--- src/rtl/spi_slave_rx_if.sv ---
`default_nettype none
// ============================================================================
//  Module   : spi_slave_rx_if
//  Purpose  : Bundles the SPI pins and the fabric-side reply/receive
//             handshake of spi_slave_rx. Signal prefixes are written from
//             the responder's point of view (i_ = into the responder).
//  Signals  : i_sclk, i_ss, i_mosi      SPI pins from the master
//             o_miso, o_miso_oe         serial reply and its output enable
//             i_tx_data, o_tx_taken     reply word and capture pulse
//             o_rx_data, o_rx_valid,
//             i_rx_ack                  received word handshake
//             o_overrun, o_frame_err    error pulses
//             o_busy                    frame in progress
//  Revision : 1.0  initial release
// ============================================================================
interface spi_slave_rx_if #(
    parameter int DATA_W = 16
);
    logic              i_sclk;
    logic              i_ss;
    logic              i_mosi;
    logic              o_miso;
    logic              o_miso_oe;
    logic [DATA_W-1:0] i_tx_data;
    logic              o_tx_taken;
    logic [DATA_W-1:0] o_rx_data;
    logic              o_rx_valid;
    logic              i_rx_ack;
    logic              o_overrun;
    logic              o_frame_err;
    logic              o_busy;

    // Responder side (the spi_slave_rx block)
    modport slave (
        input  i_sclk, i_ss, i_mosi, i_tx_data, i_rx_ack,
        output o_miso, o_miso_oe, o_tx_taken, o_rx_data, o_rx_valid,
               o_overrun, o_frame_err, o_busy
    );

    // SPI master / fabric consumer side
    modport master (
        output i_sclk, i_ss, i_mosi, i_tx_data, i_rx_ack,
        input  o_miso, o_miso_oe, o_tx_taken, o_rx_data, o_rx_valid,
               o_overrun, o_frame_err, o_busy
    );
endinterface
`default_nettype wire

--- src/rtl/spi_slave_rx.sv ---
`default_nettype none
// ============================================================================
//  Module   : spi_slave_rx
//  Purpose  : SPI mode-0 responder. Oversamples SCLK/SS/MOSI on clk,
//             receives DATA_W-bit MSB-first frames and shifts a reply word
//             out on MISO in the same frame. Completed words are offered
//             through a valid/ack handshake.
//  Ports    : clk    system clock (>= 4x SCLK)
//             rst_n  asynchronous active-low reset
//             bus    spi_slave_rx_if.slave (SPI pins + fabric handshake)
//  Revision : 1.0  initial release
// ============================================================================
module spi_slave_rx #(
    parameter int DATA_W      = 16,
    parameter int SYNC_STAGES = 2
) (
    input  wire logic     clk,
    input  wire logic     rst_n,
    spi_slave_rx_if.slave bus
);
    localparam int         c_CNT_W   = $clog2(DATA_W + 1);
    localparam logic [c_CNT_W-1:0] c_LAST = c_CNT_W'(DATA_W - 1);
    localparam logic [1:0] c_S_IDLE   = 2'd0;
    localparam logic [1:0] c_S_ACTIVE = 2'd1;
    localparam logic [1:0] c_S_DONE   = 2'd2;

    // ---------------- input synchronizers and edge detection ----------------
    logic [SYNC_STAGES-1:0] r_sclk_sync;
    logic [SYNC_STAGES-1:0] r_ss_sync;
    logic [SYNC_STAGES-1:0] r_mosi_sync;
    logic                   r_sclk_hist;
    logic                   r_ss_hist;
    logic                   r_sclk_rise;
    logic                   r_sclk_fall;
    logic                   r_ss_rise;
    logic                   r_ss_fall;
    // Fills with ones after reset release; once full the chains hold real
    // pin values rather than their reset pattern.
    logic [SYNC_STAGES:0]   r_flush;
    // Set only after SS has been seen high with valid chains, so a SS that
    // is already low when reset releases can never start a frame.
    logic                   r_armed;

    logic w_sclk_s;
    logic w_ss_s;
    logic w_mosi_s;

    assign w_sclk_s = r_sclk_sync[SYNC_STAGES-1];
    assign w_ss_s   = r_ss_sync[SYNC_STAGES-1];
    assign w_mosi_s = r_mosi_sync[SYNC_STAGES-1];

    always_ff @(posedge clk or negedge rst_n) begin
        if (!rst_n) begin
            r_sclk_sync <= '0;
            r_ss_sync   <= '1;
            r_mosi_sync <= '0;
            r_sclk_hist <= 1'b0;
            r_ss_hist   <= 1'b1;
            r_sclk_rise <= 1'b0;
            r_sclk_fall <= 1'b0;
            r_ss_rise   <= 1'b0;
            r_ss_fall   <= 1'b0;
            r_flush     <= '0;
            r_armed     <= 1'b0;
        end else begin
            r_sclk_sync <= {r_sclk_sync[SYNC_STAGES-2:0], bus.i_sclk};
            r_ss_sync   <= {r_ss_sync[SYNC_STAGES-2:0],   bus.i_ss};
            r_mosi_sync <= {r_mosi_sync[SYNC_STAGES-2:0], bus.i_mosi};
            r_sclk_hist <= w_sclk_s;
            r_ss_hist   <= w_ss_s;
            // Edge flags are registered: they assert the cycle after the
            // edge shows at the synchronizer output.
            r_sclk_rise <= w_sclk_s & ~r_sclk_hist;
            r_sclk_fall <= ~w_sclk_s & r_sclk_hist;
            r_ss_rise   <= w_ss_s & ~r_ss_hist;
            r_ss_fall   <= ~w_ss_s & r_ss_hist;
            r_flush     <= {r_flush[SYNC_STAGES-1:0], 1'b1};
            r_armed     <= r_armed | (r_flush[SYNC_STAGES] & w_ss_s);
        end
    end

    // ---------------- frame state machine ----------------
    logic [1:0]         r_state;
    logic [1:0]         w_state_nxt;
    logic [c_CNT_W-1:0] r_cnt;
    logic [DATA_W-1:0]  r_rx_sr;
    logic [DATA_W-1:0]  r_tx_sr;
    logic [DATA_W-1:0]  r_rx_data;
    logic               r_rx_valid;
    logic               r_complete;

    logic w_start;
    logic w_last;

    assign w_start = r_ss_fall & r_armed;
    // Final rising edge of the frame; takes priority over a coincident SS rise.
    assign w_last  = (r_state == c_S_ACTIVE) & r_sclk_rise & (r_cnt == c_LAST);

    always_ff @(posedge clk or negedge rst_n) begin
        if (!rst_n) begin
            r_state <= c_S_IDLE;
        end else begin
            r_state <= w_state_nxt;
        end
    end

    always_comb begin
        w_state_nxt = r_state;
        case (r_state)
            c_S_IDLE: begin
                if (w_start) w_state_nxt = c_S_ACTIVE;
            end
            c_S_ACTIVE: begin
                if (w_last)         w_state_nxt = c_S_DONE;
                else if (r_ss_rise) w_state_nxt = c_S_IDLE;
            end
            c_S_DONE: begin
                if (r_ss_rise) w_state_nxt = c_S_IDLE;
            end
            default: w_state_nxt = c_S_IDLE;
        endcase
    end

    logic w_tx_taken;
    logic w_frame_err;
    logic w_overrun;
    logic w_miso;
    logic w_busy;

    always_comb begin
        w_tx_taken  = 1'b0;
        w_frame_err = 1'b0;
        w_miso      = 1'b0;
        w_busy      = 1'b0;
        case (r_state)
            c_S_IDLE: begin
                w_tx_taken = w_start;
            end
            c_S_ACTIVE: begin
                w_busy      = 1'b1;
                w_miso      = r_tx_sr[DATA_W-1];
                // A partial frame counts bits already taken plus any rise
                // arriving together with the SS release.
                w_frame_err = r_ss_rise & ~w_last & ((r_cnt != '0) | r_sclk_rise);
            end
            c_S_DONE: begin
                w_busy = 1'b1;
            end
            default: ;
        endcase
        w_overrun = r_complete & r_rx_valid & ~bus.i_rx_ack;
    end

    // ---------------- datapath ----------------
    always_ff @(posedge clk or negedge rst_n) begin
        if (!rst_n) begin
            r_cnt      <= '0;
            r_rx_sr    <= '0;
            r_tx_sr    <= '0;
            r_rx_data  <= '0;
            r_rx_valid <= 1'b0;
            r_complete <= 1'b0;
        end else begin
            if (r_state == c_S_IDLE) begin
                if (w_start) begin
                    r_tx_sr <= bus.i_tx_data;
                    r_rx_sr <= '0;
                    r_cnt   <= '0;
                end
            end else if (r_state == c_S_ACTIVE) begin
                if (r_sclk_rise) begin
                    r_rx_sr <= {r_rx_sr[DATA_W-2:0], w_mosi_s};
                    r_cnt   <= r_cnt + c_CNT_W'(1);
                end
                if (r_sclk_fall) begin
                    r_tx_sr <= {r_tx_sr[DATA_W-2:0], 1'b0};
                end
            end

            r_complete <= w_last;

            // Completion outranks a coincident ack so the new word stays valid.
            if (r_complete) begin
                r_rx_data  <= r_rx_sr;
                r_rx_valid <= 1'b1;
            end else if (bus.i_rx_ack) begin
                r_rx_valid <= 1'b0;
            end
        end
    end

    assign bus.o_miso      = w_miso;
    assign bus.o_miso_oe   = ~w_ss_s;
    assign bus.o_tx_taken  = w_tx_taken;
    assign bus.o_rx_data   = r_rx_data;
    assign bus.o_rx_valid  = r_rx_valid;
    assign bus.o_overrun   = w_overrun;
    assign bus.o_frame_err = w_frame_err;
    assign bus.o_busy      = w_busy;

endmodule
`default_nettype wire

--- src/flat_wrapper.sv ---
// flat-port wrapper written by rule: the top's interface ports become plain ports
module spi_slave_rx_flat 
#(
    parameter int DATA_W      = 16,
    parameter int SYNC_STAGES = 2
)
  (clk, rst_n, bus_i_sclk, bus_i_ss, bus_i_mosi, bus_i_tx_data, bus_i_rx_ack, bus_o_miso, bus_o_miso_oe, bus_o_tx_taken, bus_o_rx_data, bus_o_rx_valid, bus_o_overrun, bus_o_frame_err, bus_o_busy);
  spi_slave_rx_if #(.DATA_W(DATA_W)) bus_i ();
  input  wire logic clk;
  input  wire logic rst_n;
  input wire logic [$bits(bus_i.i_sclk)-1:0] bus_i_sclk;
  input wire logic [$bits(bus_i.i_ss)-1:0] bus_i_ss;
  input wire logic [$bits(bus_i.i_mosi)-1:0] bus_i_mosi;
  input wire logic [$bits(bus_i.i_tx_data)-1:0] bus_i_tx_data;
  input wire logic [$bits(bus_i.i_rx_ack)-1:0] bus_i_rx_ack;
  output wire logic [$bits(bus_i.o_miso)-1:0] bus_o_miso;
  output wire logic [$bits(bus_i.o_miso_oe)-1:0] bus_o_miso_oe;
  output wire logic [$bits(bus_i.o_tx_taken)-1:0] bus_o_tx_taken;
  output wire logic [$bits(bus_i.o_rx_data)-1:0] bus_o_rx_data;
  output wire logic [$bits(bus_i.o_rx_valid)-1:0] bus_o_rx_valid;
  output wire logic [$bits(bus_i.o_overrun)-1:0] bus_o_overrun;
  output wire logic [$bits(bus_i.o_frame_err)-1:0] bus_o_frame_err;
  output wire logic [$bits(bus_i.o_busy)-1:0] bus_o_busy;
  assign bus_i.i_sclk = bus_i_sclk;
  assign bus_i.i_ss = bus_i_ss;
  assign bus_i.i_mosi = bus_i_mosi;
  assign bus_i.i_tx_data = bus_i_tx_data;
  assign bus_i.i_rx_ack = bus_i_rx_ack;
  assign bus_o_miso = bus_i.o_miso;
  assign bus_o_miso_oe = bus_i.o_miso_oe;
  assign bus_o_tx_taken = bus_i.o_tx_taken;
  assign bus_o_rx_data = bus_i.o_rx_data;
  assign bus_o_rx_valid = bus_i.o_rx_valid;
  assign bus_o_overrun = bus_i.o_overrun;
  assign bus_o_frame_err = bus_i.o_frame_err;
  assign bus_o_busy = bus_i.o_busy;
  spi_slave_rx #(.DATA_W(DATA_W), .SYNC_STAGES(SYNC_STAGES)) u_core (.clk(clk), .rst_n(rst_n), .bus(bus_i));
endmodule
--- config.mk ---
export PLATFORM = sky130hd
export DESIGN_NAME = spi_slave_rx_flat
export DESIGN_NICKNAME = d
export VERILOG_FILES = /design/src/rtl/spi_slave_rx_if.sv /design/src/rtl/spi_slave_rx.sv /design/src/flat_wrapper.sv
export SDC_FILE = /design/constraint.sdc
export NUM_CORES = 1
export LEC_CHECK = 0
export ABC_CLOCK_PERIOD_IN_PS = 1550
export CAP_MARGIN = 20
export CELL_PAD_IN_SITES_DETAIL_PLACEMENT = 1
export CELL_PAD_IN_SITES_GLOBAL_PLACEMENT = 1
export CORE_MARGIN = 1
export CORE_UTILIZATION = 23
export DETAILED_ROUTE_END_ITERATION = 16
export GPL_ROUTABILITY_DRIVEN = 0
export MAX_ROUTING_LAYER = met4
export PLACE_DENSITY_LB_ADDON = 0.1
export SYNTH_ARGS = -nofsm -noshare
export SYNTH_HDL_FRONTEND = slang
export SYNTH_SLANG_ARGS = --single-unit
export TNS_END_PERCENT = 1
--- constraint.sdc ---
create_clock -name clk -period 1.55 [get_ports clk]
set_input_delay 0.2325 -clock clk [delete_from_list [all_inputs] [get_ports clk]]
set_output_delay 0.2325 -clock clk [all_outputs]
set_load 0.02 [all_outputs]
# Word-level counts from Yosys, hierarchy flattened
# Index checks and enable logic that the tools add are counted.
[classes]
add_sub_neg = 1
eq_ne = 4
mux = 22
n_bitwise = 20
reduce_logical = 9
[op_table]
columns = ["cell", "n"]
rows = [
  ["16-bit 2-to-1 mux", 8],
  ["5-bit 2-to-1 mux", 4],
  ["1-bit bitwise AND", 12],
  ["2-bit nonzero test", 4],
  ["1-bit 2-to-1 mux", 6],
  ["2-bit 2-to-1 mux", 3],
  ["1-bit inverter", 6],
  ["2-bit one-hot mux with 3 select lines", 1],
  ["3-bit AND reduction", 2],
  ["5-bit by 1-bit adder with 5-bit output (second input constant)", 1],
  ["5-bit by 4-bit equality test with 1-bit output (second input constant)", 1],
  ["5-bit nonzero test", 1],
  ["2-bit by 1-bit equality test with 1-bit output (second input constant)", 1],
  ["2-bit equality test (second input constant)", 1],
  ["2-bit logical NOT", 1],
  ["2-bit by 1-bit inequality test with 1-bit output (second input constant)", 1],
  ["1-bit bitwise OR", 2],
  ["2-bit OR reduction", 1],
]
[totals]
reg_bits = 73
out_inout_bits = 23
elab_cells = 74

# Logic depth before layout (Yosys ltp)
[logic_depth]
word_depth = 7
ltp_mapped = 7

# Worst setup path before layout
# OpenSTA, ideal clock, no wires.
[synth_path]
kind = "register to output"
from = "register u_core.r_cnt[0]"
to = "output port bus_o_frame_err"
t_arrival_ns = 1.541
setup_slack_ns = -0.223
path_stages_with_launch = 7
cell_sequence = "dfrtp_1 > ha_1 > and3_1 > ha_1 > a21boi_0 > nand2_1 > a21oi_1"
[synth_between]
elab_chain_cells = 6
elab_cells_between_ends = 8
cone_classes = "eq/ne (1); mux (1); bitwise (5); reduce/logical (1)"
[synth_lines]
columns = ["item", "line_no", "text"]
rows = [
  ["from (decl)", "spi_slave_rx.sv:85", "logic [c_CNT_W-1:0] r_cnt;"],
  ["from (signal assigned)", "spi_slave_rx.sv:173", "r_cnt <= r_cnt + c_CNT_W'(1);"],
  ["5-bit by 4-bit equality test with 1-bit output", "spi_slave_rx.sv:97", "assign w_last = (r_state == c_S_ACTIVE) & r_sclk_rise & (r_cnt == c_LAST);"],
  ["1-bit bitwise AND", "spi_slave_rx.sv:97", ""],
  ["1-bit inverter", "spi_slave_rx.sv:144", "w_frame_err = r_ss_rise & ~w_last & ((r_cnt != '0) | r_sclk_rise);"],
  ["1-bit bitwise AND", "spi_slave_rx.sv:144", ""],
  ["1-bit bitwise AND *", "spi_slave_rx.sv:144", ""],
  ["1-bit 2-to-1 mux *", "spi_slave_rx.sv:135", "case (r_state)"],
  ["to (decl)", "flat_wrapper.sv:22", "output wire logic [$bits(bus_i.o_frame_err)-1:0] bus_o_frame_err;"],
]
# Mark *: on every way between the ends. The rest lies on a longest branch, timed or not.

# Final worst setup path
[layout_path]
from = "register u_core.r_cnt[1]"
to = "output port bus_o_frame_err"
# The elaborated chain is that of the path after synthesis.

==> summary.md <==
| Metric | Value |
|---|---|
| Run status | `finished with violations` |
| Failing checks | `negative setup slack` |
| Pwr Total | `6.03 mW` |
| Worst reg-to-reg setup slack | `-0.16 ns` |
| Die Area | `13400 µm²` |
| Cells after synthesis | `204` |
| Die Ht | `approximately 120 µm` |
| Metal-1 WL | `3080 µm` |
| Initial antenna violation count | `0` |
| Xor/xnor cell area share of the yosys netlist | `0.00295` |
| Core ar. | `12600 µm²` |
| WL met2 | `just under 3000 µm` |
| Tmin final | `1.90 ns` |
| Root Driver | `clkbuf_16` |
| Crit path DAT | `1.67 ns` |
| Fmax | `526 MHz` |
| Leakage | `2.16 nW` |
| Drt first-iter violations | `33` |
| DR pass1 iterations | `3` |
| Setup ws final | `-0.351 ns` |
| Drt drc | `0` |
| Kind of critical path | `reg2out` |
| Vias | `between 1500 and 2000` |
| Multiplexer share of the synthesized area | `0.171` |
| Row cnt | `41` |
| Worst r2r src | `u_core.r_state[1]` |
| Filler cell count | `1360` |
| Critical path launch point type | `flip-flop` |
| Max-cap violations | `0` |
| Simple-Gate Fraction of Synth Area | `0.0641` |
| Setup crit end | `bus_o_frame_err` |
| Register-to-Register Path Depth | `7` |
| Post-synthesis compound-gate area fraction | `0.0823` |
| Final Skew | `0.00654 ns` |
| Hold Slack | `0.308 ns` |
| Routed wl met3 | `183 µm` |
| Final Slew Violations | `0` |
| Clock sinks | `73` |
| Setup crit end kind | `output pin` |
| Final hold violation count | `0` |
| Later-pin clock latency in the skew report | `0.33 ns` |
| H-Tree Depth | `3` |
| Die width | `116 µm` |
| Peak fanout along the critical path | `2` |
| CP required | `around 1.3 ns` |
| Post-DP Area | `3830 µm²` |
| Register area share after synthesis | `0.617` |
| Final ANT Viol Nets | `0` |
| Vias in the first global route | `2059` |
| Hold crit path type | `in2reg` |
| Via density | `4.10` |
| Largest buffer count on any clock path | `2` |
| CP Launch Point | `u_core.r_cnt[1]` |
| Period utilisation layout | `1.23` |
| Pin count of the biggest net entering global routing | `74` |
| Reg-to-Reg End | `u_core.r_tx_sr[15]` |
| CTS tree | `done` |
| Syn Nets | `233` |
| Largest family of logic cells by synthesized area | `multiplexers` |
| Power density over the cells | `1430 nW/µm²` |
| Max layer used | `met4` |
| N_diodes | `0` |
| Starting Density | `0.235` |
| Post-Syn Area | `2970 µm²` |
| Yosys reg bits | `73` |
| Total Wirelength | `6330 µm` |
| Drt wl/cell | `14.0 µm` |
| Post-Synth Adder-Cell Area | `0.0295` |
| Synth Warn # | `0` |
| Layout cells sized above 1 | `0.391` |
| # IOs | `45` |
| Final non-filler cell area | `4210 µm²` |
| Synth cell types | `34` |
| I/O Buffers | `44` |
| CTS Buf Count | `9` |
| Clock slew at reported path FFs | `0.06 ns` |
| Synthesis-to-finish area growth | `42.0%` |
| Global-route wire length before repair | `between 10000 and 15000 µm` |
| GRT Overall Usage | `0.114` |
| Grt ovf | `0` |
| Syn Area/Cell | `14.5 µm²` |
| NumNets Final | `305` |
| Final design utilization | `0.334` |
| Final setup vio count | `36` |
| Maximum vdd drop | `0.453 mV` |
| HPWL Detailed | `4120 µm` |
| Place WS | `-0.567 ns` |
| RSZ-0062 raised after global routing | `true` |
state kept, by name, indices dropped and copies added (netlist names):
| register | count |
|---|---|
| u_core.r_state | 2 |
| u_core.r_cnt | 5 |
| u_core.r_sclk_sync | 2 |
| u_core.bus.o_rx_data | 16 |
| u_core.r_sclk_fall | 1 |
| u_core.r_ss_hist | 1 |
| u_core.r_sclk_rise | 1 |
| u_core.r_sclk_hist | 1 |
| u_core.r_armed | 1 |
| u_core.r_ss_fall | 1 |
| u_core.r_flush | 3 |
| u_core.r_ss_rise | 1 |
| u_core.r_complete | 1 |
| u_core.r_mosi_sync | 2 |
| u_core.r_tx_sr | 16 |
| u_core.r_ss_sync | 2 |
| u_core.bus.o_rx_valid | 1 |
| u_core.r_rx_sr | 16 |
per-layer routing:
layer,vias to the layer above,global-route usage
met4,0,0.0519
met3,9,0.0282
met5,-,-
li1,872,-
met2,22,0.168
met1,953,0.146
placed cells by master, fill, tap and decap left out, types with 2 or more instances in the layout:
master	count
dfrtp_1	70
o2bb2ai_1	2
and3_1	2
dfstp_2	3
dlymetal6s2s_1	13
bufinv_16	2
mux2_2	45
a21o_1	2
inv_2	3
inv_1	6
nand2_1	3
nor2_1	4
ha_4	2
clkbuf_16	9
o21ai_0	4
dlygate4sd2_1	4
clkinv_2	3
nand3_1	2
nor2b_1	3
buf_4	19
buf_6	5
ha_2	2
a22o_1	17
a21oi_1	2
buf_12	4
clkdlybuf4s50_1	22
ha_1	3
critical path, stage by stage (launching register included):
cell and delay, ns:
dfrtp_1 0.38, ha_2 0.19, and3_4 0.15, ha_4 0.15, a21boi_2 0.14, nand2_2 0.08, a21oi_4 0.11, buf_6 0.12
power breakdown:
part / total, mW / internal (mW) / switching [mW] / leakage [nW]
Combinational: 1.51 / 0.880 / 0.632 / 1.06
Sequential: 2.33 / 2.19 / 0.142 / 0.948
Clock: 2.18 / 1.40 / 0.784 / 0.152
Total: 6.03 / 4.47 / 1.56 / 2.16
worst min path at each step:
stage / start / end / slack [ns] / cells after the start
detailed placement: rst_n / u_core.bus.o_rx_data[1] / 0.29 / 2
global route: bus_i_ss / u_core.r_ss_sync[0] / 0.30 / 1
CTS: bus_i_ss / u_core.r_ss_sync[0] / 0.30 / 1
finish: bus_i_ss / u_core.r_ss_sync[0] / 0.31 / 1
global placement: rst_n / u_core.bus.o_rx_data[2] / 0.29 / 2
floorplan: rst_n / u_core.bus.o_rx_data[0] / -0.06 / 0
what timing repair did:
item,CTS,global route
hold endpoints to repair,70,0
setup buffers,1,0
gates resized for setup,34,16
hold buffers,1,0
endpoints found under the setup margin,43,53
pin swaps,8,4
cell type report:
type	count	area [µm²]	share of cell area
clock buffers	10	229	0.0544
multi-input cells	114	1110	0.263
clock inverters	6	82.6	0.0196
inverters	9	33.8	0.00802
well taps	172	215	0.0511
repair buffers	69	712	0.169
flip-flops and latches	73	1830	0.435
Yosys cell counts, drive strengths merged:
master	number	share of area
or4	1	0.0025
a22o	17	0.050
or2	1	0.0021
a21o	2	0.0051
buf	8	0.020
a21boi	2	0.0051
o2bb2ai	2	0.0059
inv	9	0.011
a21oi	3	0.0051
dfstp	3	0.027
o21ai	5	0.0084
and2	1	0.0021
xor2	1	0.0030
o211ai	1	0.0025
dfrtp	70	0.59
nand3b	2	0.0093
nand4b	1	0.0030
conb	1	0.0013
nor2	5	0.012
mux2	45	0.17
nor4	1	0.0021
and3b	1	0.0030
ha	7	0.030
and3	3	0.0063
nor2b	3	0.0063
and4b	1	0.0034
nand2	5	0.0072
nand3	3	0.0051
cells by family (layout without fill, tap and decap cells):
kind of cell	count (synthesis)	after routing
compound gates	32	32
xor+xnor	1	1
fa+ha+maj	7	7
buf+inv	17	94
flops	73	73
mux	45	45
other cells	1	1
simple gates	28	28
per-stage QoR:
step / setup TNS (ns) / cells
floorplan: -0.00231 / 204
global placement: -7.91 / 435
detailed placement: -8.23 / 435
CTS: -4.63 / 453
global route: -6.80 / 453
finish: -3.71 / 453
Power figures use the tool's default switching activity.
